### config.mk
export PLATFORM = sky130hd
export DESIGN_NAME = mult_div_unit_flat
export DESIGN_NICKNAME = d
export VERILOG_FILES = /design/src/rtl/mult_div_if.sv /design/src/rtl/mult_div_unit.sv /design/src/flat_wrapper.sv
export SDC_FILE = /design/constraint.sdc
export NUM_CORES = 1
export LEC_CHECK = 0
export BUFFER_PORTS_ARGS = -buffer_cell sky130_fd_sc_hd__buf_2
export CELL_PAD_IN_SITES_DETAIL_PLACEMENT = 2
export CELL_PAD_IN_SITES_GLOBAL_PLACEMENT = 2
export CORE_MARGIN = 4
export CORE_UTILIZATION = 30
export CTS_BUF_LIST = sky130_fd_sc_hd__clkbuf_8 sky130_fd_sc_hd__clkbuf_16
export DETAILED_ROUTE_END_ITERATION = 10
export PLACE_DENSITY = 0.7
export SYNTH_ARGS = -nofsm -noshare
export SYNTH_HDL_FRONTEND = slang
export SYNTH_SLANG_ARGS = --single-unit
### constraint.sdc
create_clock -name clk -period 4.2 [get_ports clk]
set_input_delay 0.42 -clock clk [delete_from_list [all_inputs] [get_ports clk]]
set_output_delay 0.42 -clock clk [all_outputs]
set_load 0.05 [all_outputs]
### src/rtl/mult_div_if.sv
// Multiply/divide unit bus.
// The execute stage (master) drives the operation request, the E-stage
// stall, the exception flush and the MTHI/MTLO write; the unit (slave)
// returns the busy flag, the HI/LO registers and its FSM state for debug.
//
// Handshake: a request is taken on a rising clk edge where startE=1,
// stallE=0, abort=0 and the unit is idle (mdrunE=0). While mdrunE=1 the
// unit ignores startE and the MTHI/MTLO strobes; the requester must keep
// HI/LO readers stalled until mdrunE returns to 0.
//
// Signals:
//   startE, mdopE[1:0], srcaE, srcbE : operation request and operands
//   stallE, abort                    : E-stage hold, exception flush
//   hiwriteE, lowriteE, hiwdataE     : MTHI / MTLO
//   mdrunE                           : operation in progress
//   hi, lo                           : architectural HI/LO registers
//   mdState                          : FSM state (0=IDLE 1=RUN 2=FIX)
interface mult_div_if #(parameter int WIDTH = 32);
  logic             startE;
  logic [1:0]       mdopE;
  logic [WIDTH-1:0] srcaE;
  logic [WIDTH-1:0] srcbE;
  logic             stallE;
  logic             abort;
  logic             hiwriteE;
  logic             lowriteE;
  logic [WIDTH-1:0] hiwdataE;
  logic             mdrunE;
  logic [WIDTH-1:0] hi;
  logic [WIDTH-1:0] lo;
  logic [1:0]       mdState;

  modport master (
    output startE, mdopE, srcaE, srcbE, stallE, abort,
           hiwriteE, lowriteE, hiwdataE,
    input  mdrunE, hi, lo, mdState
  );

  modport slave (
    input  startE, mdopE, srcaE, srcbE, stallE, abort,
           hiwriteE, lowriteE, hiwdataE,
    output mdrunE, hi, lo, mdState
  );
endinterface

### src/rtl/mult_div_unit.sv
// Iterative multiply/divide unit owning the HI/LO registers.
// MULT/MULTU use LSB-first shift-add, DIV/DIVU use MSB-first restoring
// division; both take WIDTH RUN cycles plus one FIX cycle for the sign
// correction and the HI/LO write.
//
// Ports:
//   clk   : system clock, rising edge
//   reset : synchronous, active-high; overrides abort and start
//   md    : mult_div_if slave (request, stall, flush, MTHI/MTLO,
//           mdrunE busy flag, hi/lo, debug state)
module mult_div_unit #(
  parameter int WIDTH = 32
) (
  input logic       clk,
  input logic       reset,
  mult_div_if.slave md
);
  localparam int CW = $clog2(WIDTH + 1);

  typedef enum logic [1:0] {IDLE = 2'd0, RUN = 2'd1, FIX = 2'd2} state_t;

  state_t             state;
  logic [CW-1:0]      count;
  logic               isDiv;
  logic               negq;
  logic               negr;
  logic               divZero;
  logic [WIDTH-1:0]   rawA;     // unmodified dividend, returned on divide by zero
  logic [WIDTH-1:0]   opA;      // multiplicand / dividend-then-quotient shifter
  logic [WIDTH-1:0]   opB;      // multiplier shifter / divisor
  logic [2*WIDTH-1:0] prod;
  logic [WIDTH:0]     rem;
  logic [WIDTH-1:0]   hiReg;
  logic [WIDTH-1:0]   loReg;

  logic               isSigned;
  logic               sa;
  logic               sb;
  logic [WIDTH-1:0]   absA;
  logic [WIDTH-1:0]   absB;
  logic               accept;
  logic [WIDTH:0]     mulSum;
  logic [WIDTH:0]     divShift;
  logic [WIDTH:0]     divDiff;
  logic [2*WIDTH-1:0] prodFix;
  logic [WIDTH-1:0]   quoFix;
  logic [WIDTH-1:0]   remFix;

  always_comb begin
    isSigned = ~md.mdopE[0];
    sa       = isSigned & md.srcaE[WIDTH-1];
    sb       = isSigned & md.srcbE[WIDTH-1];
    absA     = sa ? -md.srcaE : md.srcaE;
    absB     = sb ? -md.srcbE : md.srcbE;
    accept   = (state == IDLE) & md.startE & ~md.stallE & ~md.abort;

    // Multiply step: add the multiplicand into the upper half when the
    // current multiplier bit is set; the carry becomes the new top bit
    // after the right shift.
    mulSum   = {1'b0, prod[2*WIDTH-1:WIDTH]} + {1'b0, (opB[0] ? opA : '0)};

    // Restoring divide step: bring down the next dividend bit, try the
    // subtraction and keep it only if it did not go negative.
    divShift = {rem[WIDTH-1:0], opA[WIDTH-1]};
    divDiff  = divShift - {1'b0, opB};

    prodFix  = negq ? -prod : prod;
    quoFix   = negq ? -opA : opA;
    remFix   = negr ? -rem[WIDTH-1:0] : rem[WIDTH-1:0];
  end

  always_ff @(posedge clk) begin
    if (reset) begin
      state   <= IDLE;
      count   <= '0;
      isDiv   <= 1'b0;
      negq    <= 1'b0;
      negr    <= 1'b0;
      divZero <= 1'b0;
      rawA    <= '0;
      opA     <= '0;
      opB     <= '0;
      prod    <= '0;
      rem     <= '0;
      hiReg   <= '0;
      loReg   <= '0;
    end else if (md.abort) begin
      // Flush: drop the partial result, HI/LO untouched.
      state <= IDLE;
    end else begin
      case (state)
        IDLE: begin
          if (accept) begin
            isDiv   <= md.mdopE[1];
            negq    <= sa ^ sb;
            negr    <= sa;
            divZero <= md.mdopE[1] & (md.srcbE == '0);
            rawA    <= md.srcaE;
            opA     <= absA;
            opB     <= absB;
            prod    <= '0;
            rem     <= '0;
            count   <= CW'(WIDTH);
            state   <= RUN;
          end else begin
            if (md.hiwriteE) hiReg <= md.hiwdataE;
            if (md.lowriteE) loReg <= md.hiwdataE;
          end
        end
        RUN: begin
          count <= count - 1'b1;
          if (isDiv) begin
            if (!divDiff[WIDTH]) begin
              rem <= divDiff;
              opA <= {opA[WIDTH-2:0], 1'b1};
            end else begin
              rem <= divShift;
              opA <= {opA[WIDTH-2:0], 1'b0};
            end
          end else begin
            prod <= {mulSum, prod[WIDTH-1:1]};
            opB  <= {1'b0, opB[WIDTH-1:1]};
          end
          if (count == CW'(1)) state <= FIX;
        end
        FIX: begin
          if (!isDiv) begin
            hiReg <= prodFix[2*WIDTH-1:WIDTH];
            loReg <= prodFix[WIDTH-1:0];
          end else if (divZero) begin
            hiReg <= rawA;
            loReg <= '1;
          end else begin
            hiReg <= remFix;
            loReg <= quoFix;
          end
          state <= IDLE;
        end
        default: state <= IDLE;
      endcase
    end
  end

  assign md.mdrunE  = (state == RUN) || (state == FIX);
  assign md.hi      = hiReg;
  assign md.lo      = loReg;
  assign md.mdState = state;
endmodule

### src/flat_wrapper.sv
// flat-port wrapper written by rule: the top's interface ports become plain ports
module mult_div_unit_flat 
#(
  parameter int WIDTH = 32
)
  (clk, reset, md_startE, md_mdopE, md_srcaE, md_srcbE, md_stallE, md_abort, md_hiwriteE, md_lowriteE, md_hiwdataE, md_mdrunE, md_hi, md_lo, md_mdState);
  mult_div_if #(.WIDTH(WIDTH)) md_i ();
  input logic clk;
  input logic reset;
  input wire logic [$bits(md_i.startE)-1:0] md_startE;
  input wire logic [$bits(md_i.mdopE)-1:0] md_mdopE;
  input wire logic [$bits(md_i.srcaE)-1:0] md_srcaE;
  input wire logic [$bits(md_i.srcbE)-1:0] md_srcbE;
  input wire logic [$bits(md_i.stallE)-1:0] md_stallE;
  input wire logic [$bits(md_i.abort)-1:0] md_abort;
  input wire logic [$bits(md_i.hiwriteE)-1:0] md_hiwriteE;
  input wire logic [$bits(md_i.lowriteE)-1:0] md_lowriteE;
  input wire logic [$bits(md_i.hiwdataE)-1:0] md_hiwdataE;
  output wire logic [$bits(md_i.mdrunE)-1:0] md_mdrunE;
  output wire logic [$bits(md_i.hi)-1:0] md_hi;
  output wire logic [$bits(md_i.lo)-1:0] md_lo;
  output wire logic [$bits(md_i.mdState)-1:0] md_mdState;
  assign md_i.startE = md_startE;
  assign md_i.mdopE = md_mdopE;
  assign md_i.srcaE = md_srcaE;
  assign md_i.srcbE = md_srcbE;
  assign md_i.stallE = md_stallE;
  assign md_i.abort = md_abort;
  assign md_i.hiwriteE = md_hiwriteE;
  assign md_i.lowriteE = md_lowriteE;
  assign md_i.hiwdataE = md_hiwdataE;
  assign md_mdrunE = md_i.mdrunE;
  assign md_hi = md_i.hi;
  assign md_lo = md_i.lo;
  assign md_mdState = md_i.mdState;
  mult_div_unit #(.WIDTH(WIDTH)) u_core (.clk(clk), .reset(reset), .md(md_i));
endmodule
# Word-level counts from Yosys, hierarchy flattened
# Cells that the tools add are included.
# Widths: inputs -> output; s select.
[classes]
n_addsub = 8
n_eq_ne = 10
mux = 35
bitwise = 10
reduce_logical = 13
[ops]
columns = ["operator", "count"]
rows = [
  ["$mux 32", 20],
  ["$pmux 32 s2", 5],
  ["$mux 64", 3],
  ["$neg 32->32", 4],
  ["$pmux 64 s2", 1],
  ["$neg 64->64", 1],
  ["$add 32x32->33", 1],
  ["$sub 33x32->33", 1],
  ["$logic_not 32->1", 1],
  ["$reduce_and 4->1", 4],
  ["$pmux 6 s2", 1],
  ["$ne 2x2->1 const B", 4],
  ["$and 1x1->1", 6],
  ["$eq 6x1->1 const B", 1],
  ["$mux 6", 1],
  ["$ne 2x1->1 const B", 3],
  ["$reduce_and 3->1", 2],
  ["$sub 6x1->6 const B", 1],
  ["$mux 2", 2],
  ["$pmux 2 s2", 1],
  ["$reduce_bool 2->1", 2],
  ["$not 1->1", 3],
  ["$eq 2x1->1 const B", 1],
  ["$eq 2x2->1 const B", 1],
  ["6 further kinds", 6],
]
[word_totals]
regBits = 268
inputBits = 105
out_inout_bits = 67
elab_cells = 89

# Longest topological paths before layout
# Gate-level depths: netlist of the first run.
[depth]
word_depth = 6
depth_mapped = 15
ltp_nobuf = 14

# Worst setup path after synthesis of the first run
# No wires, ideal clock.
[synth_timing]
kind = "flip-flop to flip-flop"
startpoint = "register u_core.prod[14]"
endpoint = "register u_core.hiReg[26] (netlist: u_core.md.hi[26])"
setup_time_ns = 0.095
arrival_time_ns = 3.296
t_required_ns = 4.105
setup_slack_ns = 0.808
path_stages_with_launch = 11
path_buffers = 1
period_less_slack_ns = 3.392
path_cell_list = "dfxtp_1 or4_4 or3_4 or4_1 or4_1 buf_2 or3_4 o31ai_4 xnor2_1 o21ai_1 a221oi_1"
[synth_via]
elab_chain_cells = 4
[synth_lines]
columns = ["item", "line_no", "source"]
rows = [
  ["from (decl)", "mult_div_unit.sv:31", "logic [2*WIDTH-1:0] prod;"],
  ["from (signal assigned)", "mult_div_unit.sv:121", "prod <= {mulSum, prod[WIDTH-1:1]};"],
  ["$neg 64->64", "mult_div_unit.sv:67", "prodFix = negq ? -prod : prod;"],
  ["$mux 64", "mult_div_unit.sv:67", ""],
  ["$mux 32", "mult_div_unit.sv:127", "if (!isDiv) begin"],
  ["$pmux 32 s2", "mult_div_unit.sv:91", "case (state)"],
  ["to (signal assigned)", "mult_div_unit.sv:128", "hiReg <= prodFix[2*WIDTH-1:WIDTH];"],
  ["to (signal assigned)", "mult_div_unit.sv:131", "hiReg <= rawA;"],
  ["to (signal assigned)", "mult_div_unit.sv:134", "hiReg <= remFix;"],
  ["to (decl)", "mult_div_unit.sv:33", "logic [WIDTH-1:0] hiReg;"],
]
# No other way between the ends.
# A chain may end at the register's enable or synchronous reset.

# Worst setup path after layout of the first run
[layout_timing]
startpoint = "register u_core.prod[14]"
endpoint = "register u_core.hiReg[2] (netlist: u_core.md.hi[2])"
# Same word-level chain as after synthesis.

==> results of run 1 <==
[synth_stat cells, types with 28 or more instances]
library cell | count | share of area [%]
nand2_1 | 391 | 7.7
inv_1 | 63 | 1.2
dfxtp_1 | 268 | 28
o21ai_0 | 201 | 5.3
a21o_1 | 31 | 1.2
a21oi_1 | 219 | 5.8
nor3_1 | 65 | 1.7
nand2b_1 | 46 | 1.5
ha_1 | 75 | 4.9
o31ai_1 | 38 | 1.5
a22oi_1 | 45 | 1.8
xor2_1 | 82 | 3.8
xnor2_1 | 135 | 6.2
nand3_1 | 38 | 1.0
clkbuf_1 | 154 | 3.0
nor2_1 | 220 | 4.4
a311oi_1 | 33 | 1.5
or4_1 | 28 | 1.1
and2_1 | 35 | 1.2
[critical path: cells and delay by family (launching register included)]
kind            cells  cell delay, ns
xor+xnor            1            0.11
compound gates      4            1.35
flops               1            0.37
simple gates        4            2.04
[cell families after synthesis]
logic type      Yosys count  share of synthesized area (%)
flops                   268                           28.3
mux                      27                           1.43
compound gates          790                           26.8
buf+inv                 236                           4.68
xor+xnor                217                           10.0
simple gates            963                           23.6
fa+ha+maj                77                           5.16
[power breakdown]
part	internal, mW	switching (mW)	leakage, nW	total [mW]
sequential	2.63	0.0969	2.18	2.72
combinational	0.418	0.921	5.95	1.34
clock	2.01	1.37	0.655	3.38
[layer usage]
layer / routed length (microns) / vias to the layer above / share of wire [%]
met3: 6300 / 91 / 6.9
li1: - / 9462 / -
met1: 43400 / 10300 / 47
met5: 25 / - / 0.027
met2: 39800 / 590 / 43
met4: 1960 / 4 / 2.1
[metrics by stage]
stage          utilization [%]  instances  hold slack (ns)
3_5_place_dp              33.5       3476            0.457
2_1_floorplan                -       2578            0.432
5_1_grt                   35.6       3546            0.121
6_report                  35.6       3547            0.119
3_3_place_gp              33.5       3476            0.442
4_1_cts                   35.5       3546            0.104
[sequential cells by signal (all words and copies together), names as in the netlist]
signal and flops:
u_core.count 6, u_core.divZero 1, u_core.isDiv 1, u_core.md.hi 32, u_core.md.lo 32, u_core.md.mdState 2, u_core.negq 1, u_core.negr 1
u_core.opA 32, u_core.opB 32, u_core.prod 64, u_core.rawA 32, u_core.rem 32
[final cells by class]
cell class / count / area share [%]
Multi-Input combinational cell: 2074 / 57.9
Inverter: 63 / 1.07
Clock inverter: 24 / 1.01
Timing Repair Buffer: 234 / 6.15
Sequential cell: 268 / 24.3
Clock buffer: 46 / 4.85
Antenna cell: 1 / 0.0113
Tap cell: 837 / 4.74
[timing repair]
action                                  in CTS  in global routing
buffers inserted                             0                  0
gates resized for setup                      0                  1
endpoints found under the setup margin       0                  1
[worst min path at each step]
stage / depth (start not counted) / slack (ns) / to / from
after floorplan: 2 / 0.43 / u_core.opB[23] / u_core.opB[23]
after global placement: 2 / 0.44 / u_core.opB[23] / u_core.opB[23]
after detailed placement: 2 / 0.46 / u_core.opB[6] / u_core.opB[6]
after CTS: 3 / 0.10 / u_core.isDiv / md_mdopE[1]
after global routing: 3 / 0.12 / u_core.isDiv / md_mdopE[1]
final: 3 / 0.12 / u_core.isDiv / md_mdopE[1]
==> out/metrics.csv, run 1 <==
stage;metric;value;unit
yosys;yosys synthesis warning count;0;
global_route;gr usage total;26.0;%
global_route;GR peak layer;met2;
setup_path;Critical Path Sink;u_core.md.hi[2];
finish;Fillers;7320;
yosys;Synth Flop Type;dfxtp_1;
yosys;sequential area share after synthesis;28.3;%
sta;setup total negative slack;0;ns
floorplanning;die area;67300;sq um
setup_path;R2R depth;9;
drt;1st-iter DRT viols;1487;
drt;Antenna Nets Post-Route;0;
floorplanning;num rows;91;
setup_path;worst endpoint data arrival time;4.44;ns
setup_path;crit-path max cell delay;0.59;ns
finish;most common cell after layout, fill and taps aside;nand2_1;
setup_path;FF-to-FF setup slack;0.22;ns
placement;pre-CTS WS;0.226;ns
outcome;status;finished, final reports clean;
setup_path;Critical Path RT;4.66;ns
floorplanning;area of the core;62200;sq um
clock_network;Max clock buf depth;3;
power;Power, Total;7.44;mW
global_route;M1 GR Usage;36.7;%
yosys;synth unique cells;73;
yosys;Post-Syn Instances;2578;
sta;max-slew violation count;0;
hold_path;min-delay worst type;in2reg;
finish;FF+latch area;5370;sq um
setup_path;CP Max Fanout;8;
clock_network;Worst-path clk slew;0.06;ns
setup_path;reg-to-reg endpoint;u_core.md.hi[2];
drt;DRC viols;0;
sta;final hold violations;0;
power;worst vdd ir;0.281;mV
drt;drt wl/cell;25.8;microns
global_route;grt total ovfl;0;
floorplanning;die width;259;microns
sta;Final WS setup;0.216;ns
drt;routed vias;20500;
yosys;ys async rst share;0;%
sta;Fin Clk Skew;0.0382;ns
finish;most frequent cells in the layout;390 x nand2_1, 266 x dfxtp_1, 218 x a21oi_1, 217 x nor2_1, 201 x o21ai_0;
sta;Final setup violation count;0;
yosys;number of synthesized flops with an enable pin;0;
finish;share of cells above drive strength 1;12.4;%
floorplanning;initial core utilization;30.5;%
sta;min cycle time layout;3.98;ns
sta;fmax;0.251;GHz
setup_path;critical path endpoint category;flop;
sta;Worst slew margin;29.8;%
clock_network;H-Tree Depth;2;
global_route;vias in the first global route;21200;
run;number of max-cap violations;0;
finish;Finished Cell Area;22100;sq um
drt;routed wire length;91400;microns
clock_network;later-pin clock latency in the skew report;0.58;ns
floorplanning;chip height;259;microns
clock_network;Hold Buf Count CTS;0;
setup_path;Critical Path Start Type;flop;
yosys;Post-Syn Nets;2760;
yosys;Synth Cell Area;19000;sq um
clock_network;TritonCTS buffer count;39;
power;PD cells;337;nW/um^2
placement;gpl congestion;0.925;
placement;Placed Area;20800;sq um
finish;NumNets Final;2862;
clock_network;CTS sink count;268;
yosys;Syn Area/Cell;7.36;sq um
yosys;synthesis-stage register bit count;268;
clock_network;CTS root buf;clkbuf_16;
drt;Pre-antenna DRT Iters;5;
sta;RSZ-0062 raised after global routing;no;
global_route;initial antenna violation count;3;
sta;Tightest Pin Transition;1.05;ns
placement;DPL Wire Length;70400;microns
global_route;GRT met3 Usage;5.54;%
setup_path;worst setup path startpoint;u_core.prod[14];
placement;port bufs;171;
setup_path;Slowest-stage cell, CP;or4_1;
finish;synth-to-layout area growth;16.5;%
drt;Via density;5.77;
global_route;largest net degree at the start of global routing;92;
global_route;met2 Use GR;40.8;%
global_route;first-pass GRT wire length;135000;microns
setup_path;Reg-to-Reg Start;u_core.prod[14];
finish;footprint of the multi-input gates;12800;sq um
floorplanning;I/O pin total;172;
power;Leak;8.78;nW
clock_network;CTS tree;done;
sta;Tcrit/Tclk final;94.8;%
setup_path;critical path class;reg2reg;
setup_path;cell chain of the critical path;or4_4 -> or3_4 -> or4_1 -> or4_1 -> o21ai_0 -> xor2_1 -> o21ai_0 -> a21boi_0 -> a211oi_1;
(Power assumes the default switching activity.)
==> run 2: changes to the inputs <==
--- a/config.mk
+++ b/config.mk
@@ -6,13 +6,11 @@
 export NUM_CORES = 1
 export LEC_CHECK = 0
 export BUFFER_PORTS_ARGS = -buffer_cell sky130_fd_sc_hd__buf_2
-export CELL_PAD_IN_SITES_DETAIL_PLACEMENT = 2
-export CELL_PAD_IN_SITES_GLOBAL_PLACEMENT = 2
 export CORE_MARGIN = 4
 export CORE_UTILIZATION = 30
 export CTS_BUF_LIST = sky130_fd_sc_hd__clkbuf_8 sky130_fd_sc_hd__clkbuf_16
 export DETAILED_ROUTE_END_ITERATION = 10
-export PLACE_DENSITY = 0.7
+export PLACE_DENSITY = 0.45
 export SYNTH_ARGS = -nofsm -noshare
 export SYNTH_HDL_FRONTEND = slang
 export SYNTH_SLANG_ARGS = --single-unit
==> out/metrics.csv, run 2 (synthesis gave the netlist of run 1 again) <==
stage;metric;value;unit;change
drt;Antenna Nets Post-Route;0;;unchanged
drt;routed vias;19700;;-3.9%
placement;port bufs;171;;unchanged
drt;drt wl/cell;22.4;microns;-13%
global_route;largest net degree at the start of global routing;67;;-27%
placement;Placed Instances;3476;;unchanged
setup_path;worst setup path startpoint;u_core.opB[0];;
drt;Via density;5.55;;-3.8%
floorplanning;die area;67300;sq um;unchanged
finish;most common cell after layout, fill and taps aside;nand2_1;;
sta;max-slew violation count;0;;unchanged
clock_network;H-Tree Depth;2;;unchanged
drt;routed wire length;79300;microns;-13%
sta;Fin Clk Skew;0.0241;ns;-0.0141 ns
finish;max reg flops;64;;unchanged
setup_path;Reg-to-Reg Start;u_core.opB[0];;
floorplanning;area of the core;62200;sq um;unchanged
drt;1st-iter DRT viols;1847;;+24%
sta;min cycle time layout;3.80;ns;-0.186 ns
clock_network;Worst-path clk slew;0.06;ns;about the same
floorplanning;initial core utilization;30.5;%;unchanged
setup_path;critical path endpoint category;flop;;
clock_network;CTS root buf;clkbuf_16;;
sta;fmax;0.263;GHz;+4.9%
clock_network;TritonCTS buffer count;37;;-5.1%
outcome;status;finished, final reports clean;;
floorplanning;num rows;91;;unchanged
global_route;grt total ovfl;0;;unchanged
global_route;initial antenna violation count;3;;unchanged
power;worst vdd ir;0.289;mV;+2.9%
finish;Fillers;6707;;-8.4%
setup_path;critical path class;reg2reg;;
setup_path;Slowest-stage cell, CP;a2111oi_0;;
clock_network;post-CTS sizing;0;;unchanged
finish;fin cells;3542;;-0.14%
sta;Tcrit/Tclk final;90.4;%;-4.4 points
power;Power, Total;7.26;mW;-2.4%
clock_network;Hold Buf Count CTS;0;;unchanged
drt;DRC viols;0;;unchanged
setup_path;worst endpoint data arrival time;4.23;ns;-0.21 ns
global_route;first-pass GRT wire length;117000;microns;-13%
sta;Worst slew margin;23.1;%;-6.7 points
placement;DPL Wire Length;61900;microns;-12%
finish;Finished Cell Area;22000;sq um;-0.36%
clock_network;later-pin clock latency in the skew report;0.56;ns;-0.02 ns
sta;Final setup violation count;0;;unchanged
placement;Placed Area;20800;sq um;-0.11%
drt;Pre-antenna DRT Iters;5;;unchanged
floorplanning;die width;259;microns;unchanged
run;number of max-cap violations;0;;unchanged
sta;Tightest Pin Transition;1.15;ns;+0.0982 ns
finish;synth-to-layout area growth;16.1;%;
setup_path;Critical Path RT;4.64;ns;-0.02 ns
power;PD cells;330;nW/um^2;-2.1%
finish;NumNets Final;2860;;-0.070%
sta;final hold violations;0;;unchanged
setup_path;cell chain of the critical path;buf_4 -> nand2_1 -> inv_1 -> ha_1 -> a21o_1 -> a21o_1 -> a2111oi_0 -> nor3_1 -> a21oi_1 -> a21oi_1 -> a31oi_1 -> nor3_1 -> or3_1 -> a32o_1;;
global_route;gr usage total;22.6;%;-3.4 points
finish;Top reg by flops;u_core.prod;;
power;Leak;8.75;nW;-0.35%
placement;gpl congestion;0.934;;+1.0%
hold_path;hold_sp;md_srcaE[30];;
sta;setup total negative slack;0;ns;unchanged
finish;most frequent cells in the layout;390 x nand2_1, 266 x dfxtp_1, 218 x a21oi_1, 217 x nor2_1, 201 x o21ai_0;;
clock_network;Setup Fix Bufs, Post-CTS;0;;unchanged
floorplanning;I/O pin total;172;;unchanged
floorplanning;chip height;259;microns;unchanged
setup_path;Critical Path Start Type;flop;;
clock_network;CTS tree;done;;
finish;share of cells above drive strength 1;12.2;%;-0.16 points
clock_network;Max clock buf depth;3;;unchanged
global_route;vias in the first global route;18000;;-15%
setup_path;CP Max Fanout;32;;+24
sta;RSZ-0062 raised after global routing;no;;
sta;Min Hold Slack;0.139;ns;+0.0198 ns
hold_path;min-delay worst type;in2reg;;
setup_path;crit-path max cell delay;0.65;ns;+0.06 ns
clock_network;CTS sink count;268;;unchanged
==> run 2: changes by cell type in the layout (fill, tap and decap cells not counted), sizes merged <==
cell,before,now
bufinv,3,5
clkbuf,46,41
clkinv,11,7
inv,69,71
==> run 2: worst max-delay path, delay by kind of cell (launching register included) <==
kind | cells | cell delay [ns]
AO/OA/AOI/OAI | 7 | 2.07
AND/OR/NAND/NOR | 4 | 0.68
flip-flops | 1 | 0.35
adder cells (fa/ha/maj) | 1 | 0.22
buffers and inverters | 2 | 0.35
==> run 2: worst paths after layout <==
path | slack (ns) | cells after the start | to
worst max-delay path | 0.40 | 14 | u_core.prod[56]
worst min-delay path | 0.14 | 3 | u_core.rawA[30]
worst max register to register | 0.40 | 14 | u_core.prod[56]
worst min register to register | 0.45 | 2 | u_core.opB[23]
==> run 2: routing by layer <==
layer  routed length [microns]  global-route usage [%]  vias to the layer above
met1                     39300                    34.7                     9329
met3                      7460                    5.85                       80
met4                      1410                    4.36                        2
li1                          -                       -                     9479
met2                     31200                    31.5                      779
met5                         9                       0                        -
==> run 2: layout make-up <==
class                           count  area [sq um]  area share, %
Inverter                           63           236           1.07
Tap cell                          837          1050           4.75
Sequential cell                   268          5370           24.4
Clock buffer                       41           981           4.45
Timing Repair Buffer              234          1350           6.12
Clock inverter                     24           264           1.20
Multi-Input combinational cell   2074         12800           58.0
Antenna cell                        1          2.50         0.0114
==> run 2: power breakdown <==
part	internal [mW]	switching (mW)	leakage, nW	total [mW]
combinational	0.416	0.862	5.95	1.28
sequential	2.63	0.0915	2.18	2.72
clock	1.99	1.28	0.624	3.27
total	5.03	2.23	8.75	7.26
==> run 2: stage by stage <==
step	util, %	setup WS (ns)
floorplan	-	0.808
global placement	33.4	0.530
detailed placement	33.4	0.502
CTS	35.4	0.479
global route	35.4	0.190
finish	35.4	0.403
